## src/rtl/gx400_obj_dma_seq_if.sv

```systemverilog
// Object-RAM read port, line-buffer write port and CPU arbitration handshake
// shared between the sprite DMA sequencer and its memories.
interface gx400_obj_dma_seq_if #(
    parameter int unsigned SRC_AW = 11,
    parameter int unsigned DST_AW = 10
);
    logic [SRC_AW-1:0] src_addr;
    logic              src_rd;
    logic [15:0]       src_data;
    logic [DST_AW-1:0] dst_addr;
    logic [15:0]       dst_data;
    logic              dst_we;
    logic              cpu_req;
    logic              cpu_gnt;

    modport master (
        output src_addr, src_rd, dst_addr, dst_data, dst_we, cpu_gnt,
        input  src_data, cpu_req
    );

    modport slave (
        input  src_addr, src_rd, dst_addr, dst_data, dst_we, cpu_gnt,
        output src_data, cpu_req
    );
endinterface

```

## src/rtl/gx400_obj_dma_seq.sv

```systemverilog
// Vblank sprite copy sequencer: steps the K005292 object counter, copies each object's words
// from object RAM into the line-engine buffer, and shares object RAM with the CPU.
module gx400_obj_dma_seq #(
    parameter int unsigned OBJ_COUNT     = 128,
    parameter int unsigned WORDS_PER_OBJ = 8,
    parameter int unsigned SRC_AW        = 11
) (
    input  logic                       i_MCLK,
    input  logic                       i_RST_n,
    input  logic                       i_CEN6,
    input  logic                       i_VBLANK_n,
    input  logic                       i_DMA_EN,
    input  logic [7:0]                 i_OBJ_CNTR,
    output logic                       o_DMA_n,
    output logic                       o_ORINC,
    gx400_obj_dma_seq_if.master        bus,
    output logic                       o_BUSY,
    output logic                       o_DONE,
    output logic                       o_ABORT,
    output logic                       o_SEQ_ERR
);
    localparam int unsigned OBJ_W   = $clog2(OBJ_COUNT);
    localparam int unsigned WORD_SH = $clog2(WORDS_PER_OBJ);
    localparam int unsigned WORD_W  = (WORD_SH == 0) ? 1 : WORD_SH;
    localparam int unsigned DST_AW  = OBJ_W + WORD_SH;

    typedef enum logic [2:0] {
        StIdle, StClr, StSettle, StRd, StWr, StInc, StCpu, StFin
    } state_t;

    state_t              state_q, state_d;
    logic                vblank_q;
    logic                pending_q, pending_d;
    logic [OBJ_W-1:0]    obj_idx_q, obj_idx_d;
    logic [WORD_W-1:0]   word_q, word_d;
    logic [SRC_AW-1:0]   src_addr_q, src_addr_d;
    logic [DST_AW-1:0]   dst_addr_q, dst_addr_d;
    logic [15:0]         dst_data_q, dst_data_d;
    logic                dst_we_q, dst_we_d;
    logic                gnt_q, gnt_d;
    logic                done_q, done_d;
    logic                abort_q, abort_d;
    logic                seq_err_q, seq_err_d;
    logic                vblank_fall;
    logic                abortable;

    function automatic logic [SRC_AW-1:0] src_addr_f(input logic [7:0] cntr,
                                                     input logic [WORD_W-1:0] word);
        return (SRC_AW'(cntr) << WORD_SH) | SRC_AW'(word);
    endfunction

    assign vblank_fall = vblank_q & ~i_VBLANK_n;
    assign abortable   = state_q inside {StClr, StSettle, StRd, StWr, StInc, StCpu};

    always_comb begin
        state_d    = state_q;
        pending_d  = pending_q;
        obj_idx_d  = obj_idx_q;
        word_d     = word_q;
        src_addr_d = src_addr_q;
        dst_addr_d = dst_addr_q;
        dst_data_d = dst_data_q;
        dst_we_d   = dst_we_q;
        gnt_d      = gnt_q;
        done_d     = 1'b0;
        abort_d    = 1'b0;
        seq_err_d  = seq_err_q;

        // Edges seen outside IDLE (including the FIN/abort cycle) are dropped.
        if (state_q == StIdle && vblank_fall && i_DMA_EN) begin
            pending_d = 1'b1;
        end

        if (abortable && i_VBLANK_n) begin
            // Grant is left alone so a CPU caught in StCpu keeps the RAM until it lets go.
            state_d  = StIdle;
            abort_d  = 1'b1;
            dst_we_d = 1'b0;
        end else if (i_CEN6) begin
            dst_we_d = 1'b0;
            unique case (state_q)
                StIdle: begin
                    gnt_d = bus.cpu_req;
                    if (pending_q && !gnt_q) begin
                        gnt_d     = 1'b0;
                        pending_d = 1'b0;
                        obj_idx_d = '0;
                        word_d    = '0;
                        seq_err_d = 1'b0;
                        state_d   = StClr;
                    end
                end
                StClr: state_d = StSettle;
                StSettle: begin
                    src_addr_d = src_addr_f(i_OBJ_CNTR, word_q);
                    if (word_q == '0 && i_OBJ_CNTR != 8'(obj_idx_q)) begin
                        seq_err_d = 1'b1;
                    end
                    state_d = StRd;
                end
                StRd: state_d = StWr;
                StWr: begin
                    dst_data_d = bus.src_data;
                    dst_we_d   = 1'b1;
                    dst_addr_d = (DST_AW'(obj_idx_q) << WORD_SH) | DST_AW'(word_q);
                    if (word_q != WORD_W'(WORDS_PER_OBJ - 1)) begin
                        word_d     = word_q + WORD_W'(1);
                        src_addr_d = src_addr_f(i_OBJ_CNTR, word_q + WORD_W'(1));
                        state_d    = StRd;
                    end else begin
                        word_d  = '0;
                        state_d = StInc;
                    end
                end
                StInc: begin
                    obj_idx_d = obj_idx_q + OBJ_W'(1);
                    if (obj_idx_q == OBJ_W'(OBJ_COUNT - 1)) begin
                        state_d = StFin;
                    end else if (bus.cpu_req) begin
                        gnt_d   = 1'b1;
                        state_d = StCpu;
                    end else begin
                        state_d = StSettle;
                    end
                end
                StCpu: begin
                    if (!bus.cpu_req) begin
                        gnt_d   = 1'b0;
                        state_d = StSettle;
                    end
                end
                StFin: begin
                    done_d  = 1'b1;
                    state_d = StIdle;
                end
                default: state_d = StIdle;
            endcase
        end
    end

    always_ff @(posedge i_MCLK or negedge i_RST_n) begin
        if (!i_RST_n) begin
            state_q    <= StIdle;
            vblank_q   <= 1'b0;
            pending_q  <= 1'b0;
            obj_idx_q  <= '0;
            word_q     <= '0;
            src_addr_q <= '0;
            dst_addr_q <= '0;
            dst_data_q <= '0;
            dst_we_q   <= 1'b0;
            gnt_q      <= 1'b0;
            done_q     <= 1'b0;
            abort_q    <= 1'b0;
            seq_err_q  <= 1'b0;
        end else begin
            state_q    <= state_d;
            vblank_q   <= i_VBLANK_n;
            pending_q  <= pending_d;
            obj_idx_q  <= obj_idx_d;
            word_q     <= word_d;
            src_addr_q <= src_addr_d;
            dst_addr_q <= dst_addr_d;
            dst_data_q <= dst_data_d;
            dst_we_q   <= dst_we_d;
            gnt_q      <= gnt_d;
            done_q     <= done_d;
            abort_q    <= abort_d;
            seq_err_q  <= seq_err_d;
        end
    end

    assign o_DMA_n      = (state_q != StClr);
    assign o_ORINC      = (state_q != StInc);
    assign bus.src_rd   = (state_q == StRd);
    assign bus.src_addr = src_addr_q;
    assign bus.dst_addr = dst_addr_q;
    assign bus.dst_data = dst_data_q;
    assign bus.dst_we   = dst_we_q;
    assign bus.cpu_gnt  = gnt_q;
    assign o_BUSY       = (state_q != StIdle);
    assign o_DONE       = done_q;
    assign o_ABORT      = abort_q;
    assign o_SEQ_ERR    = seq_err_q;
endmodule
```

## src/flat_wrapper.sv

```systemverilog
// flat-port wrapper written by rule: the top's interface ports become plain ports
module gx400_obj_dma_seq_flat 
#(
    parameter int unsigned OBJ_COUNT     = 128,
    parameter int unsigned WORDS_PER_OBJ = 8,
    parameter int unsigned SRC_AW        = 11
)
  (i_MCLK, i_RST_n, i_CEN6, i_VBLANK_n, i_DMA_EN, i_OBJ_CNTR, o_DMA_n, o_ORINC, o_BUSY, o_DONE, o_ABORT, o_SEQ_ERR, bus_src_addr, bus_src_rd, bus_dst_addr, bus_dst_data, bus_dst_we, bus_cpu_gnt, bus_src_data, bus_cpu_req);
  gx400_obj_dma_seq_if #(.SRC_AW(SRC_AW)) bus_i ();
  input  logic i_MCLK;
  input  logic i_RST_n;
  input  logic i_CEN6;
  input  logic i_VBLANK_n;
  input  logic i_DMA_EN;
  input  logic [7:0] i_OBJ_CNTR;
  output logic o_DMA_n;
  output logic o_ORINC;
  output logic o_BUSY;
  output logic o_DONE;
  output logic o_ABORT;
  output logic o_SEQ_ERR;
  output wire logic [$bits(bus_i.src_addr)-1:0] bus_src_addr;
  output wire logic [$bits(bus_i.src_rd)-1:0] bus_src_rd;
  output wire logic [$bits(bus_i.dst_addr)-1:0] bus_dst_addr;
  output wire logic [$bits(bus_i.dst_data)-1:0] bus_dst_data;
  output wire logic [$bits(bus_i.dst_we)-1:0] bus_dst_we;
  output wire logic [$bits(bus_i.cpu_gnt)-1:0] bus_cpu_gnt;
  input wire logic [$bits(bus_i.src_data)-1:0] bus_src_data;
  input wire logic [$bits(bus_i.cpu_req)-1:0] bus_cpu_req;
  assign bus_src_addr = bus_i.src_addr;
  assign bus_src_rd = bus_i.src_rd;
  assign bus_dst_addr = bus_i.dst_addr;
  assign bus_dst_data = bus_i.dst_data;
  assign bus_dst_we = bus_i.dst_we;
  assign bus_cpu_gnt = bus_i.cpu_gnt;
  assign bus_i.src_data = bus_src_data;
  assign bus_i.cpu_req = bus_cpu_req;
  gx400_obj_dma_seq #(.OBJ_COUNT(OBJ_COUNT), .WORDS_PER_OBJ(WORDS_PER_OBJ), .SRC_AW(SRC_AW)) u_core (.i_MCLK(i_MCLK), .i_RST_n(i_RST_n), .i_CEN6(i_CEN6), .i_VBLANK_n(i_VBLANK_n), .i_DMA_EN(i_DMA_EN), .i_OBJ_CNTR(i_OBJ_CNTR), .o_DMA_n(o_DMA_n), .o_ORINC(o_ORINC), .bus(bus_i), .o_BUSY(o_BUSY), .o_DONE(o_DONE), .o_ABORT(o_ABORT), .o_SEQ_ERR(o_SEQ_ERR));
endmodule
```

## config.mk

```make
export PLATFORM = sky130hd
export DESIGN_NAME = gx400_obj_dma_seq_flat
export DESIGN_NICKNAME = d
export VERILOG_FILES = /design/src/rtl/gx400_obj_dma_seq_if.sv /design/src/rtl/gx400_obj_dma_seq.sv /design/src/flat_wrapper.sv
export SDC_FILE = /design/constraint.sdc
export NUM_CORES = 1
export LEC_CHECK = 0
export CAP_MARGIN = 10
export CELL_PAD_IN_SITES_DETAIL_PLACEMENT = 0
export CELL_PAD_IN_SITES_GLOBAL_PLACEMENT = 1
export CORE_MARGIN = 8
export CORE_UTILIZATION = 40
export DETAILED_ROUTE_END_ITERATION = 10
export PLACE_DENSITY = 0.95
export REMOVE_ABC_BUFFERS = 1
export SYNTH_ARGS = -nofsm -noshare
export SYNTH_HDL_FRONTEND = slang
export SYNTH_SLANG_ARGS = --single-unit
export TNS_END_PERCENT = 30
```

## constraint.sdc

```tcl
create_clock -name i_MCLK -period 3.6 [get_ports i_MCLK]
set_clock_uncertainty 0.15 [all_clocks]
set_input_delay 0.72 -clock i_MCLK [delete_from_list [all_inputs] [get_ports i_MCLK]]
set_output_delay 0.72 -clock i_MCLK [all_outputs]
set_load 0.01 [all_outputs]
```

Yosys cells after proc, flatten, opt, wreduce, memory -nomap -nowiden
Index checks and enable logic that the tools add are counted.
{"block": "totals", "regBits": 57, "in_bits": 30, "elab_cells": 99}
{"block": "classes", "add_sub_neg": 2, "eq_ne": 20, "mux": 35, "bitwise": 6, "n_reduce_logical": 23}
{"operator": "$mux W3", "count": 9}
{"operator": "$pmux W3 S8", "count": 1}
{"operator": "$or A11 B3 Y11", "count": 2}
{"operator": "$pmux W11 S2", "count": 1}
{"operator": "$mux W1", "count": 18}
{"operator": "$pmux W7 S2", "count": 1}
{"operator": "$eq A3 B3 Y1 const B", "count": 4}
{"operator": "$ne A2 B2 Y1 const B", "count": 6}
{"operator": "$ne A3 B3 Y1 const B", "count": 4}
{"operator": "$reduce_and A4 Y1", "count": 3}
{"operator": "$mux W11", "count": 1}
{"operator": "$or A10 B3 Y10", "count": 1}
{"operator": "$reduce_bool A2 Y1", "count": 5}
{"operator": "$ne A8 B7 Y1", "count": 1}
{"operator": "$add A7 B1 Y7 const B", "count": 1}
{"operator": "$eq A7 B7 Y1 const B", "count": 1}
{"operator": "$mux W7", "count": 1}
{"operator": "$eq A3 B2 Y1 const B", "count": 2}
{"operator": "$logic_not A3 Y1", "count": 2}
{"operator": "$pmux W3 S2", "count": 1}
{"operator": "$reduce_and A3 Y1", "count": 2}
{"operator": "$reduce_and A6 Y1", "count": 1}
{"operator": "$reduce_bool A3 Y1", "count": 2}
{"operator": "$reduce_bool A6 Y1", "count": 1}
{"operator": "10 further kinds", "count": 15}

Longest topological paths before layout
Gate-level depths: netlist of run 1.
{"block": "logic_depth", "ltp_word": 9, "depth_mapped": 7, "ltp_nobuf": 6}

Least setup slack after synthesis of run 1
OpenSTA, ideal clock, no wires.
{"block": "synth_timing", "path_type": "input-to-reg", "start": "input i_VBLANK_n", "end": "register u_core.dst_data_q[0] (netlist: u_core.bus.dst_data[0])", "setup_ps": 125, "arrival_ps": 1971, "t_required_ps": 3325, "path_slack_ps": 1354, "stages": 6, "path_buffers": 3, "cell_sequence": "clkbuf_1 and3_1 buf_6 nor2_2 buf_4 mux2_2"}
{"block": "synth_between", "elab_chain_cells": 3}
{"element": "start: declaration", "line": "flat_wrapper.sv:13", "rtl": "input logic i_VBLANK_n;"}
{"element": "$logic_and A1 B1 Y1", "line": "gx400_obj_dma_seq.sv:74", "rtl": "if (abortable && i_VBLANK_n) begin"}
{"element": "$not A1 Y1 (no line)"}
{"element": "$reduce_and A3 Y1 (no line)"}
{"element": "end signal: assignment", "line": "gx400_obj_dma_seq.sv:164", "rtl": "dst_data_q <= dst_data_d;"}
{"element": "end: declaration", "line": "gx400_obj_dma_seq.sv:38", "rtl": "logic [15:0] dst_data_q, dst_data_d;"}
No other way between the ends.
A chain may end at the register's enable or synchronous reset.

Final worst setup path of run 1
{"block": "layout_timing", "start": "register u_core.state_q[1]", "end": "output bus_src_rd"}
{"block": "layout_between", "elab_chain_cells": 1}
{"element": "start: declaration", "line": "gx400_obj_dma_seq.sv:31", "rtl": "state_t state_q, state_d;"}
{"element": "start signal: assignment", "line": "gx400_obj_dma_seq.sv:143", "rtl": "state_q <= StIdle;"}
{"element": "start signal: assignment", "line": "gx400_obj_dma_seq.sv:157", "rtl": "state_q <= state_d;"}
{"element": "$eq A3 B2 Y1", "line": "gx400_obj_dma_seq.sv:175", "rtl": "assign bus.src_rd = (state_q == StRd);"}
{"element": "end: declaration", "line": "flat_wrapper.sv:23", "rtl": "output wire logic [$bits(bus_i.src_rd)-1:0] bus_src_rd;"}
No other way between the ends.

==> results.json, run 1 <==
{
  "status": "complete, no violations",
  "drive_gt1_share_pct": 19.75,
  "antenna_found_initial": 0,
  "drc": 0,
  "vias_per_cell": 5.383,
  "synth-xor-area-share_pct": 2.541,
  "post-route-period-util_pct": 82.76,
  "yosysSeqAreaShare_pct": 51.72,
  "ctsResizeCount": 0,
  "ys_ff_latch": 57,
  "syn-cell-area_mm2": 0.002758,
  "crit_type": "flip-flop to output port",
  "yosysWarningCount": 0,
  "grt_pass1_vias": 2218,
  "area_delta_synth_final_pct": 37.30,
  "place_congestion": 0.8051,
  "finalWirelength_um": 6733,
  "track_usage_pct": 14.50,
  "ios": 76,
  "crit_required_ps": 2730,
  "nets": 349,
  "cts.sinks": 57,
  "synth_top_flop_cell": "dfrtp_1",
  "yosysMostFrequentCell": "dfrtp_1",
  "hpwl_um": 4814,
  "yosys-mux-area-fraction_pct": 16.52,
  "vias": 2148,
  "clock_path_buffers": 2,
  "coreArea_mm2": 0.006719,
  "overflow": 0,
  "syn_inst": 240,
  "clkTransAtPathRegs_ps": 70,
  "synthArstFlopShare_pct": 100.0,
  "cts_buffers": 9,
  "cts_setup_buffers": 0,
  "synth_edf_count": 0,
  "yosys.cell_types.count": 47,
  "maxSlewHeadroom_pct": 31.22,
  "ant_nets": 0,
  "die_w_um": 99.03,
  "grt_pass1_wl_um": 11280,
  "regToRegSetupSlack_ps": 960,
  "critical_path_arrival_ps": 2110,
  "first_pass_iters": 4,
  "p_leak_nw": 1.745,
  "htree_levels": 3,
  "synth_commonest_cells": "dfrtp_1 (57), mux2_2 (36), nand2_1 (16)",
  "setup_viol_count_final": 0,
  "cts_hold_buf": 0,
  "drt-initial-drc-count": 127,
  "finalHoldViolCount": 0,
  "die_y_um": 99.03,
  "tightest_slew_ps": 1027,
  "yosys.area.top_type": "dfrtp_1",
  "start_util_pct": 41.04,
  "power_density_mw_per_mm2": 516.7,
  "slew_violations": 0,
  "yosysTopAreaCellShare_pct": 51.72,
  "min_path_type": "input port to async pin",
  "maxCapViolCount": 0,
  "peakVddDrop_uv": 234.0,
  "synthAdderAreaFrac_pct": 2.178,
  "start_kind": "flip-flop",
  "fin_setup_tns_ps": 0,
  "clk_latency_ps": 330,
  "yosys.area_share.simple_pct": 14.16,
  "synth_compound_area_share_pct": 9.211,
  "cts_tree": "built",
  "cts_root_buf": "clkbuf_8",
  "synth_top_family_by_area": "multiplexers",
  "crit_path_max_fanout": 23,
  "grt_max_degree": 32,
  "num_rows": 30,
  "slowest_delay_ps": 780,
  "diodes": 0,
  "synth_area_leaders": "dfrtp_1 (52%), mux2_2 (15%), nand2_1 (2.2%), a21oi_1 (2.0%), ha_1 (1.8%)",
  "rsz0062_at_grt": "false",
  "post_drt_wl_per_cell_um": 16.87,
  "fin_crit_ps": 2979,
  "finalPower_w": 0.001956,
  "syn_avg_cell_area_um2": 11.49,
  "die-area_mm2": 0.009807,
  "max_freq_mhz": 335.6,
  "cp-end-kind": "output port",
  "portBuffers": 75,
  "crit_path_cell_trace": "nor2b_1 -> and2_1 -> clkdlybuf4s50_1",
  "slowest_stage": "dfrtp_1"
}
## path summary, 6_finish.rpt
kind                                        start                      to  depth (start not counted)
max in group asynchronous                 i_RST_n     u_core.obj_idx_q[4]                          2
hold / removal                            i_RST_n  u_core.bus.src_addr[5]                          1
hold reg to reg            u_core.bus.src_addr[0]  u_core.bus.src_addr[0]                          2
min in group i_MCLK        u_core.bus.src_addr[0]  u_core.bus.src_addr[0]                          2
setup / recovery                u_core.state_q[1]              bus_src_rd                          3
setup reg to reg                u_core.state_q[2]  u_core.bus.dst_addr[0]                          5
## state kept, by name, indices dropped and copies added, names as in the netlist
signal / cells
u_core.bus.dst_data: 16
u_core.bus.src_addr: 11
u_core.bus.dst_addr: 10
u_core.obj_idx_q: 7
u_core.state_q: 3
u_core.word_q: 3
u_core.bus.cpu_gnt: 1
u_core.bus.dst_we: 1
u_core.o_ABORT: 1
u_core.o_DONE: 1
u_core.o_SEQ_ERR: 1
u_core.pending_q: 1
u_core.vblank_q: 1
## where the power goes
group / switching [W] / total [W] / internal [W]
Clock: 0.000257 / 0.000710 / 0.000453
Combinational: 0.000221 / 0.000471 / 0.000249
Sequential: 0.0000700 / 0.000776 / 0.000706
Total: 0.000548 / 0.00196 / 0.00141
## cell type report
type	count	area, um^2
clock inverter	6	107.6
sequential	57	1426
clock buffer	9	123.9
multi-input combinational	161	1230
tap	80	100.1
fill	573	2933
inverter	8	30.03
timing repair buffer	78	768.2
## per-stage QoR
stage / cells / cell area [um^2] / util (%) / hold slack (ps) / worst slack [ps]
2_1_floorplan: 226 / 2686 / - / 274.4 / 1014
3_3_place_gp: 384 / 3555 / 52.91 / 324.5 / 880.6
3_5_place_dp: 384 / 3555 / 52.91 / 328.0 / 830.9
4_1_cts: 399 / 3786 / 56.35 / 263.4 / 612.1
5_1_grt: 399 / 3786 / 56.35 / 295.4 / 478.9
6_report: 399 / 3786 / 56.35 / 255.5 / 620.7
## cell families (layout without fill, tap and decap cells)
family | Yosys count | in the layout
DFF | 57 | 57
AOI/OAI and AO/OA | 39 | 39
buffers and inverters | 22 | 101
xor gates and xnor gates | 8 | 8
and+or+nand+nor | 68 | 68
adders and majority gates | 5 | 5
muxes | 41 | 41
## critical path: cells and delay by family (launching register included)
family / cells / cell delay, ps
AND/OR/NAND/NOR: 2 / 460
buffers and inverters: 1 / 540
flip-flops: 1 / 780
## placed cells by master, fill, tap and decap left out, types with 4 or more instances in the layout
master and n:
xnor2_1 5, clkbuf_8 9, mux2_2 36, nand4_1 4
nand3_1 7, nand2b_1 4, o211ai_1 5, nand3b_1 4
nor2b_1 4, a21oi_1 11, inv_1 7, or2_2 4
clkdlybuf4s50_1 74, o21ai_0 6, nand2_1 16, dfrtp_1 57
mux2i_1 5, nor3_1 4, ha_1 4, nor2_1 6
## per-layer routing
layer	vias to the layer above	GRT usage, %	part of all wire, %
met5	-	0	0
met4	0	4.723	1.1
met3	8	6.342	7.5
met2	73	21.78	48
met1	1057	18.16	43
li1	1010	-	-
Power figures use the tool's default switching activity.
==> run 2: changes to the inputs <==
- CORE_UTILIZATION: 40 -> 37
- PLACE_DENSITY: 0.95 -> 0.91
- clock period: 3.6 -> 2.96 ns (I/O delays scaled with it)
==> run 2 against run 1 <==
Hold slack got worse by 28 ps. Sequential share of layout area shrank 0.37 points. Register-to-register slack worse by 390 ps. Via count up 0.56%. Critical path type unchanged. Largest cell class unchanged.
==> results.json, run 2 (synthesis gave the netlist of run 1 again) <==
{
  "cts_hold_buf": 0,
  "cts_tree": "built",
  "grt_pass1_wl_um": 11000,
  "overflow": 0,
  "layout_common_cells": "clkdlybuf4s50_1 (74), dfrtp_1 (57), mux2_2 (36), nand2_1 (16)",
  "clock_path_buffers": 2,
  "antenna_found_initial": 0,
  "vias": 2160,
  "status": "complete, no violations",
  "swShare_pct": 29.30,
  "power_density_mw_per_mm2": 593.9,
  "die-area_mm2": 0.01047,
  "finalWirelength_um": 6871,
  "switching_power_w": 0.0006654,
  "fin_crit_ps": 2700,
  "seq_power_share_pct": 40.7,
  "grt_pass1_vias": 2180,
  "area_delta_synth_final_pct": 38.66,
  "setup_viol_count_final": 0,
  "maxCapViolCount": 0,
  "drt-initial-drc-count": 127,
  "ctsResizeCount": 0,
  "start_kind": "flip-flop",
  "post_drt_wl_per_cell_um": 16.24,
  "track_usage_pct": 13.65,
  "clock_power_share_pct": 32.3,
  "clkTransAtPathRegs_ps": 70,
  "largest_reg_flops": 16,
  "final_util_pct": 52.72,
  "place_congestion": 0.8940,
  "critPathLaunch": "u_core.state_q[1]",
  "ios": 76,
  "cts_buffers": 9,
  "maxSlewHeadroom_pct": 28.66,
  "num_rows": 31,
  "diodes": 0,
  "final_common_cell": "clkdlybuf4s50_1",
  "fill_cells": 684,
  "worst_r2r_endpoint": "u_core.bus.src_addr[7]",
  "die_y_um": 102.3,
  "regToRegSetupSlack_ps": 570,
  "min_path_type": "input port to async pin",
  "max_freq_mhz": 370.4,
  "tightest_slew_ps": 1065,
  "nets": 354,
  "peakVddDrop_uv": 416.6,
  "r2r-start": "u_core.word_q[0]",
  "cts_root_buf": "clkbuf_8",
  "grt_max_degree": 58,
  "die_w_um": 102.3,
  "coreArea_mm2": 0.007253,
  "ant_nets": 0,
  "post-route-period-util_pct": 91.21,
  "cts_setup_buffers": 0,
  "drc": 0,
  "finalHoldViolCount": 0,
  "drive_gt1_share_pct": 20.68,
  "p_comb_share_pct": 26.9,
  "slew_violations": 0,
  "internal_power_w": 0.001605,
  "critical_path_arrival_ps": 1960,
  "p_leak_nw": 1.762,
  "vias_per_cell": 5.106,
  "start_util_pct": 38.02,
  "clk_latency_ps": 340,
  "hpwl_um": 4926,
  "cts.sinks": 57,
  "crit_required_ps": 2220,
  "htree_levels": 3,
  "crit_path_max_fanout": 15,
  "r2r_cells": 5,
  "rsz0062_at_grt": "false",
  "portBuffers": 75,
  "cp-end-kind": "output port",
  "crit_type": "flip-flop to output port",
  "first_pass_iters": 4,
  "fin_setup_tns_ps": 0
}
run 2: cell types whose count changed in the layout (fill, tap and decap cells not counted):
cell / previous run / this run
clkinvlp_4: 1 / 0
clkbuf_8: 9 / 11
bufinv_16: 3 / 1
buf_4: 3 / 7
buf_12: 0 / 1
clkbuf_1: 0 / 1
run 2: stage by stage:
stage	cell area (um^2)	std cells	hold slack (ps)	total power (W)	setup WS, ps
finish	3824	423	227.1	0.002271	260.2
CTS	3824	423	276.0	0.002291	252.4
detailed placement	3628	408	327.9	0.001552	408.5
global placement	3628	408	320.9	0.001540	408.1
global route	3824	423	292.8	0.002395	102.4
floorplan	2686	226	146.4	0.001231	373.9
run 2: cell type report:
cell class                 instances  area [um^2]  share of cell area [%]
sequential                        57         1426                   37.30
multi-input combinational        161         1230                   32.17
timing repair buffer              83        818.3                   21.40
clock buffer                      12        155.1                   4.058
tap                               99        123.9                   3.240
clock inverter                     3        40.04                   1.047
inverter                           8        30.03                  0.7853
run 2: worst max path at each step:
| stage | end | slack [ps] | cells after the start |
|---|---|---|---|
| after global routing | bus_src_rd | 100 | 3 |
| after CTS | bus_src_rd | 250 | 3 |
| final | bus_src_rd | 260 | 3 |
| after global placement | u_core.bus.src_addr[2] | 410 | 6 |
| after detailed placement | u_core.bus.src_addr[2] | 410 | 6 |
| after floorplan | u_core.bus.dst_data[0] | 370 | 4 |
run 2: power groups by stage:
stage	Sequential, W	Clock (W)	Combinational (W)
after floorplan	0.000969	0	0.000261
after global placement	0.000935	0	0.000604
after detailed placement	0.000939	0	0.000613
after CTS	0.000925	0.000747	0.000619
after global routing	0.000937	0.000791	0.000667
final	0.000925	0.000734	0.000611
run 2: worst max-delay path: stages (launching register included):
cell and delay [ps]:
dfrtp_1 650, nor2b_1 270, and2_1 160, clkdlybuf4s50_1 540
run 2: layer usage:
| layer | routed length (um) | part of all wire (%) | vias up | GRT usage (%) |
|---|---|---|---|---|
| met4 | 87 | 1.3 | 0 | 5.079 |
| met5 | 0 | 0 | - | 0 |
| met2 | 3316 | 48 | 75 | 20.79 |
| met1 | 2823 | 41 | 1062 | 16.30 |
| li1 | - | - | 1015 | - |
| met3 | 644 | 9.4 | 8 | 6.540 |
==> run 3: changes to the inputs <==
- HOLD_SLACK_MARGIN: default -> 0.12
==> results of run 3 <==
No change in the layout: final DEF, timing and power equal those of run 2.
